**src/rtl/c_hazard_ctrl_pkg.sv**
```systemverilog
// c_hazard_ctrl_pkg
// Shared definitions for the hazard controller: register-number sentinels,
// forwarding-select codes, the Tuse carried by operands that are not read,
// the per-stage hazard record and the destination-match helper.
package c_hazard_ctrl_pkg;

   localparam logic [31:0] NO_READ     = 32'hFFFF_FFFF;  // source operand not read
   localparam logic [31:0] NO_WRITE    = 32'hFFFF_FFFE;  // instruction writes no register
   localparam logic [31:0] TUSE_UNUSED = 32'd4;          // Tuse for an operand that is not read

   localparam logic [1:0] FWD_GRF = 2'd0;
   localparam logic [1:0] FWD_E   = 2'd1;
   localparam logic [1:0] FWD_M   = 2'd2;
   localparam logic [1:0] FWD_W   = 2'd3;

   // Destination register and remaining Tnew of one pipeline hazard register.
   typedef struct packed {
      logic [31:0] a3;
      logic [31:0] tnew;
   } hz_stage_t;

   // A source matches a destination only for a real register 1..31; this
   // rejects $0 and both sentinels with one range test.
   function automatic logic reg_match(input logic [31:0] src, input logic [31:0] a3);
      return (src == a3) && (a3 != 32'd0) && (a3 < 32'd32);
   endfunction

endpackage

```
**src/rtl/c_hazard_fwd_sel.sv**
```systemverilog
// c_hazard_fwd_sel
// Forwarding select for one source operand. The first stage (E, M, W order)
// whose destination matches the source decides: it is selected when its Tnew
// is 0, otherwise the GRF code is returned and the stall logic covers it.
// Parameter USE_E = 0 removes the E stage from the search (E-stage operands).
// Ports:
//   src    in   source register number
//   e_stg  in   E hazard record (a3, tnew)
//   m_stg  in   M hazard record
//   w_stg  in   W hazard record
//   hit_e  out  source matches the E destination (gated by USE_E)
//   hit_m  out  source matches the M destination
//   sel    out  FWD_GRF / FWD_E / FWD_M / FWD_W
module c_hazard_fwd_sel
   import c_hazard_ctrl_pkg::*;
#(
   parameter bit USE_E = 1'b1
) (
   input  logic [31:0] src,
   input  hz_stage_t   e_stg,
   input  hz_stage_t   m_stg,
   input  hz_stage_t   w_stg,
   output logic        hit_e,
   output logic        hit_m,
   output logic [1:0]  sel
);

   logic hit_w;

   assign hit_e = USE_E && reg_match(src, e_stg.a3);
   assign hit_m = reg_match(src, m_stg.a3);
   assign hit_w = reg_match(src, w_stg.a3);

   // A younger producer shadows older ones even when it is not ready yet.
   always_comb begin
      sel = FWD_GRF;
      if (hit_e)      sel = (e_stg.tnew == 32'd0) ? FWD_E : FWD_GRF;
      else if (hit_m) sel = (m_stg.tnew == 32'd0) ? FWD_M : FWD_GRF;
      else if (hit_w) sel = (w_stg.tnew == 32'd0) ? FWD_W : FWD_GRF;
   end

endmodule

```
**src/rtl/c_hazard_ctrl.sv**
```systemverilog
// c_hazard_ctrl
// Central hazard controller for the five-stage pipeline: data stall from
// Tuse/Tnew comparison, D- and E-stage forwarding selects, and (optionally)
// the multiply/divide busy counter.
// Build option: define HAZARD_MDU_EN to include the MDU counter, mdu_busy and
// the MDU stall term; otherwise mdu_busy is 0 and the MDU inputs are ignored.
// Ports:
//   clk, reset                 clock, asynchronous active-high reset
//   d_tuse_a1/a2, d_a1/a2      D-stage Tuse and source registers
//   e/m/w_tnew, e/m/w_a3       hazard-register Tnew and destinations
//   e_a1/a2                    E-stage source registers
//   d_uses_mdu                 D instruction touches the MDU / HI / LO
//   e_mdu_start, e_mdu_is_div  E instruction starts a mult (0) or div (1)
//   stall, d2e_setNOP          freeze PC/F2D, bubble into D2E
//   fwd_d_a1/a2, fwd_e_a1/a2   forwarding selects
//   mdu_busy                   MDU result not yet available
module c_hazard_ctrl
   import c_hazard_ctrl_pkg::*;
#(
   parameter int MULT_CYCLES = 5,
   parameter int DIV_CYCLES  = 10
) (
   input  logic        clk,
   input  logic        reset,
   input  logic [31:0] d_tuse_a1,
   input  logic [31:0] d_tuse_a2,
   input  logic [31:0] d_a1,
   input  logic [31:0] d_a2,
   input  logic [31:0] e_tnew,
   input  logic [31:0] m_tnew,
   input  logic [31:0] w_tnew,
   input  logic [31:0] e_a1,
   input  logic [31:0] e_a2,
   input  logic [31:0] e_a3,
   input  logic [31:0] m_a3,
   input  logic [31:0] w_a3,
   input  logic        d_uses_mdu,
   input  logic        e_mdu_start,
   input  logic        e_mdu_is_div,
   output logic        stall,
   output logic        d2e_setNOP,
   output logic [1:0]  fwd_d_a1,
   output logic [1:0]  fwd_d_a2,
   output logic [1:0]  fwd_e_a1,
   output logic [1:0]  fwd_e_a2,
   output logic        mdu_busy
);

   hz_stage_t e_stg, m_stg, w_stg, no_stg;

   assign e_stg.a3    = e_a3;
   assign e_stg.tnew  = e_tnew;
   assign m_stg.a3    = m_a3;
   assign m_stg.tnew  = m_tnew;
   assign w_stg.a3    = w_a3;
   assign w_stg.tnew  = w_tnew;
   assign no_stg.a3   = NO_WRITE;
   assign no_stg.tnew = 32'd0;

   // Operand slots: 0 = D a1, 1 = D a2, 2 = E a1, 3 = E a2.
   logic [3:0][31:0] srcs;
   logic [3:0][1:0]  sels;
   logic [3:0]       hit_e, hit_m;

   assign srcs = {e_a2, e_a1, d_a2, d_a1};

   // E-stage operands cannot forward from their own stage, so the E record
   // is replaced by a never-matching one for slots 2 and 3.
   for (genvar g = 0; g < 4; g++) begin : g_fwd
      c_hazard_fwd_sel #(.USE_E(g < 2)) u_sel (
         .src   (srcs[g]),
         .e_stg ((g < 2) ? e_stg : no_stg),
         .m_stg (m_stg),
         .w_stg (w_stg),
         .hit_e (hit_e[g]),
         .hit_m (hit_m[g]),
         .sel   (sels[g])
      );
   end

   assign fwd_d_a1 = sels[0];
   assign fwd_d_a2 = sels[1];
   assign fwd_e_a1 = sels[2];
   assign fwd_e_a2 = sels[3];

   // Only the D-stage operands stall; the E-stage match flags are not needed.
   logic [3:0] unused_e_hits;
   assign unused_e_hits = {hit_e[3:2], hit_m[3:2]};

   // Stall when the operand is needed before its producer can supply it.
   // W is omitted: anything in W is always ready to forward.
   logic data_stall;
   assign data_stall = (hit_e[0] && (d_tuse_a1 < e_tnew)) ||
                       (hit_m[0] && (d_tuse_a1 < m_tnew)) ||
                       (hit_e[1] && (d_tuse_a2 < e_tnew)) ||
                       (hit_m[1] && (d_tuse_a2 < m_tnew));

   logic mdu_stall;

`ifdef HAZARD_MDU_EN
   localparam int MAX_CYC = (DIV_CYCLES > MULT_CYCLES) ? DIV_CYCLES : MULT_CYCLES;
   localparam int CNT_W   = ($clog2(MAX_CYC + 1) > 4) ? $clog2(MAX_CYC + 1) : 4;

   logic [CNT_W-1:0] cnt;

   // A start while already counting is dropped; the MDU stall keeps legal
   // code from issuing one.
   always_ff @(posedge clk or posedge reset) begin
      if (reset)
         cnt <= '0;
      else if (e_mdu_start && (cnt == '0))
         cnt <= e_mdu_is_div ? CNT_W'(DIV_CYCLES) : CNT_W'(MULT_CYCLES);
      else if (cnt != '0)
         cnt <= cnt - CNT_W'(1);
   end

   // The start cycle counts as busy so a dependent instruction right behind
   // the mult/div stalls before cnt has loaded.
   assign mdu_busy  = (cnt != '0) | e_mdu_start;
   assign mdu_stall = d_uses_mdu & mdu_busy;
`else
   logic unused_mdu;
   assign unused_mdu = ^{clk, reset, d_uses_mdu, e_mdu_start, e_mdu_is_div};
   assign mdu_busy   = 1'b0;
   assign mdu_stall  = 1'b0;
`endif

   assign stall      = data_stall | mdu_stall;
   assign d2e_setNOP = stall;

endmodule
```
**config.mk**
```make
export PLATFORM = sky130hd
export DESIGN_NAME = c_hazard_ctrl
export DESIGN_NICKNAME = d
export VERILOG_FILES = /design/src/rtl/c_hazard_ctrl_pkg.sv /design/src/rtl/c_hazard_fwd_sel.sv /design/src/rtl/c_hazard_ctrl.sv
export SDC_FILE = /design/constraint.sdc
export NUM_CORES = 1
export LEC_CHECK = 0
export CORE_AREA = 5 5 154 156
export DETAILED_ROUTE_END_ITERATION = 7
export DIE_AREA = 0 0 159 161
export PLACE_DENSITY = 0.69
export SYNTH_ARGS = -nofsm -noshare
export SYNTH_HDL_FRONTEND = slang
export SYNTH_HIERARCHICAL = 1
export SYNTH_SLANG_ARGS = --single-unit
```
**constraint.sdc**
```tcl
create_clock -name vclk -period 5.1
set_input_delay 0.765 -clock vclk [all_inputs]
set_output_delay 0.765 -clock vclk [all_outputs]
set_load 0.005 [all_outputs]
```
Word level (Yosys, flattened, before mapping)
Cells that the tools add are included.
{"block": "word_totals", "ff_bits": 0, "inputBits": 389, "output_inout_bits": 11, "word_cells": 63}
{"block": "op_classes", "magnitude_cmp": 7, "n_eq_ne": 10, "mux": 13, "reduce_logical": 33}
{"op": "$eq A32 B32 Y1", "count": 10}
{"op": "$lt A32 B32 Y1", "count": 4}
{"op": "$logic_not A32 Y1", "count": 3}
{"op": "$lt A32 B6 Y1 const B", "count": 3}
{"op": "$reduce_bool A32 Y1", "count": 3}
{"op": "$logic_and A1 B1 Y1", "count": 24}
{"op": "$mux W2", "count": 12}
{"op": "$logic_or A1 B1 Y1", "count": 3}
{"op": "$mux W1", "count": 1}

Logic depth before layout (Yosys ltp)
Gate-level depths: netlist of run 1.
{"block": "depth", "depth_word": 7, "depth_mapped": 11, "ltp_nobuf": 10}

Cells and area by module
The synthesis of run 1 kept the hierarchy.
{"module": "c_hazard_ctrl", "n_inst": 1, "cells_per_inst": 372, "area_per_inst_um2": 2935.3, "seq_area_each_um2": 0.0}
{"module": "c_hazard_fwd_sel (g_fwd[0].u_sel ...)", "n_inst": 2, "cells_per_inst": 194, "area_per_inst_um2": 1437.6, "seq_area_each_um2": 0.0}
{"module": "c_hazard_fwd_sel (g_fwd[2].u_sel ...)", "n_inst": 2, "cells_per_inst": 127, "area_per_inst_um2": 948.4, "seq_area_each_um2": 0.0}

Least setup slack after synthesis of run 1
OpenSTA, ideal clock, no wires.
{"block": "synth_path", "kind": "input to output", "from": "input e_tnew[14]", "to": "output stall", "t_arrival_ns": 2.385, "required_ns": 4.335, "slack_ns": 1.950, "cell_stages": 9, "n_path_buf": 1, "path_cell_list": "inv_1 ha_1 and4_1 nand2_1 or4_1 a31oi_1 a211o_2 nand4_2 buf_4"}
{"block": "synth_between", "elab_chain_len": 5}
{"element": "from (decl)", "line": "c_hazard_ctrl.sv:29", "rtl": "input logic [31:0] e_tnew,"}
{"element": "$lt A32 B32 Y1", "line": "c_hazard_ctrl.sv:93", "rtl": "assign data_stall = (hit_e[0] && (d_tuse_a1 < e_tnew)) ||"}
{"element": "$logic_and A1 B1 Y1", "line": "c_hazard_ctrl.sv:93"}
{"element": "$logic_or A1 B1 Y1", "line": "c_hazard_ctrl.sv:93"}
{"element": "$logic_or A1 B1 Y1 (*)", "line": "c_hazard_ctrl.sv:94", "rtl": "(hit_m[0] && (d_tuse_a1 < m_tnew)) ||"}
{"element": "$logic_or A1 B1 Y1 (*)", "line": "c_hazard_ctrl.sv:95", "rtl": "(hit_e[1] && (d_tuse_a2 < e_tnew)) ||"}
{"element": "to (decl)", "line": "c_hazard_ctrl.sv:40", "rtl": "output logic stall,"}
Every way passes the cells marked *; elsewhere a longest branch is shown, timed or not.

Worst setup path in the final report of run 1
{"block": "layout_path", "from": "input d_a2[19]", "to": "output d2e_setNOP"}
{"element": "from (decl)", "line": "c_hazard_ctrl.sv:28", "rtl": "input logic [31:0] d_a2,"}
{"element": "$eq A32 B32 Y1", "line": "c_hazard_ctrl_pkg.sv:25", "rtl": "return (src == a3) && (a3 != 32'd0) && (a3 < 32'd32);"}
{"element": "$logic_and A1 B1 Y1 (2 in series)", "line": "c_hazard_ctrl_pkg.sv:25"}
{"element": "named net hit_m[1]", "line": "c_hazard_ctrl.sv:63", "rtl": "logic [3:0] hit_e, hit_m;"}
{"element": "$logic_and A1 B1 Y1", "line": "c_hazard_ctrl.sv:96", "rtl": "(hit_m[1] && (d_tuse_a2 < m_tnew));"}
{"element": "$logic_or A1 B1 Y1", "line": "c_hazard_ctrl.sv:95"}
{"element": "to (decl)", "line": "c_hazard_ctrl.sv:41", "rtl": "output logic d2e_setNOP,"}
The timed path passes the listed nets, and every way through them passes these cells.

==> impl_results.md, run 1 <==
* Status: completed
* Core footprint at 22200 µm²
* DR vias/cell at 6.16
* Worst path slowest cell: nor4_1
* Hpwl dp at 40.1 mm
* FF/Latch Area at 0 µm²
* Setup TNS at 0 ns
* Part of the cycle the worst path needs at 94.8%
* Final hold violations at 0
* RSZ-0062 raised after global routing: false
* Met2 Wirelength at 20.9 mm
* DR WL met3 at 4.81 mm
* GR Util All Layers at 32.4%
* Hold buffer count at CTS at 0
* Hold WS at 2.85 ns
* Vias in the first global route at roughly 11000
* Die area at 25600 µm²
* GPL Wtd Cong at 1.01
* Worst slew margin at between 50% and 60%
* Largest net degree at the start of global routing at 9
* Achievable Freq at 0.207 GHz
* Met1 wire length at 17.2 mm
* # rows at 55
* # fillers at 2137
* CP Class: in -> out
* First-pass GRT wire length at 65.2 mm
* Crit end category: output pin
* Power Density at 83.7 nW/µm²
* Ports at 400
* Fraction of layout cells with a size suffix above 1 at 2.47%
* Synth Cell Area at 7680 µm²
* Number of clock buffers in the layout at 0
* Iter 0 DRT Violations at 1193
* Setup violations, final at 0
* Seq_cells at 0
* Maximum vdd drop at 0.0000858 V
* PostCTS Resize Cnt at 0
* Initial core utilization at approximately a third
* Slew Viols, Final at 0
* CP max FO at 3
* Critical path's top delay family: simple AND/OR/NAND/NOR gates
* Drt pass-1 iters at 5
* Port buffer count at 394
* Most common cell after layout, fill and taps aside: clkdlybuf4s50_1
* Synthesized net count at 1522
* Commonest cells after routing, fill and taps aside: clkdlybuf4s50_1 (394), xnor2_1 (208), nor4_1 (168), ha_1 (124), nand4_1 (103)
* Routed via count at between 10000 and 15000
* Antenna viol nets, final at 0
* Fin crit period at between 4 and 5 ns
* WP buf/inv at 3
* Crit-path max cell delay at 0.67 ns
* Wire per inst at 26.3 µm
* Mapped Cells at 1009
* CP startpoint kind: primary input
* Synthesis-to-layout area growth at 57.4%
* Synth warn at 6
* Die Span Y at between 150 and 200 µm
* Horiz. Die Dim at approximately 160 µm
* Residual DRC at 0
* MaxCap Viol Count at 0
* Leakage power at 0.00439 µW
* Max Used Layer: met4
* Final-stage net count at 1932
* Gr ovfl total at 0
* Hold Path Class: in -> out
* Setup repair bufs after CTS at 0
* CP cell instances: clkdlybuf4s50_1 > nor4_1 > nand4_1 > nor4_1 > nand3_1 > inv_1 > nor2b_1 > o2111a_1 > a22oi_1 > nand4_2 > clkdlybuf4s50_1
* Arrival @ worst endpoint at 4.07 ns
* Avg Inst Size Synth at 7.61 µm²
* Final wirelength at approximately 45 mm
* Slew at the pin with the worst max-slew slack at 0.721 ns
* Initial antenna violation count at 2
* WP data required at 4.34 ns
[through the flow]
step / util [%] / instances / instance area, µm² / setup WS [ns] / power, µW
final: 54.4 / 1704 / 12100 / 0.263 / 1010
after global routing: 54.4 / 1704 / 12100 / 0.184 / 1080
after CTS: 54.4 / 1702 / 12100 / 0.323 / 993
after detailed placement: 54.4 / 1702 / 12100 / 0.339 / 988
after global placement: 54.4 / 1702 / 12100 / 0.435 / 974
after floorplan: - / 1009 / 7680 / 1.95 / 384
[routing by layer]
layer | GRT usage, % | vias up
met5 | 0 | -
met4 | 10.6 | 0
met3 | 6.53 | 124
met2 | 56.1 | 736
met1 | 40.3 | 4845
li1 | - | 4792
[final cells by class]
cell class	count	area [µm²]	area share (%)
Antenna cell	2	5.00	0.0414
Inverter	80	300	2.48
Multi-Input combinational cell	927	7370	60.9
Tap cell	285	357	2.95
Timing Repair Buffer	410	4060	33.6
[worst min-delay path: cells and delay by family]
| kind | cells | cell delay [ns] |
|---|---|---|
| xor+xnor | 1 | 0.08 |
| buf+inv | 2 | 1.00 |
| simple gates | 3 | 0.24 |
[worst paths after layout]
check | cells after the start | from | end
setup / recovery | 11 | d_a2[19] | d2e_setNOP
hold / removal | 6 | e_a2[24] | fwd_e_a2[0]
[report_power, final]
part / total (µW) / internal [µW] / switching, µW
logic: 1010 / 515 / 497
clock network: 0.0000524 / 0.0000524 / 0
registers: 0 / 0 / 0
total: 1010 / 515 / 497
No activity file was read; power rests on OpenSTA's default activity.
==> inputs of run 2 (changes only) <==
--- a/config.mk
+++ b/config.mk
@@ -5,6 +5,7 @@
 export SDC_FILE = /design/constraint.sdc
 export NUM_CORES = 1
 export LEC_CHECK = 0
+export CAP_MARGIN = 15
 export CORE_AREA = 5 5 154 156
 export DETAILED_ROUTE_END_ITERATION = 7
 export DIE_AREA = 0 0 159 161
==> results of run 2 <==
The final DEF is identical to that of run 1; final timing and power are the same.
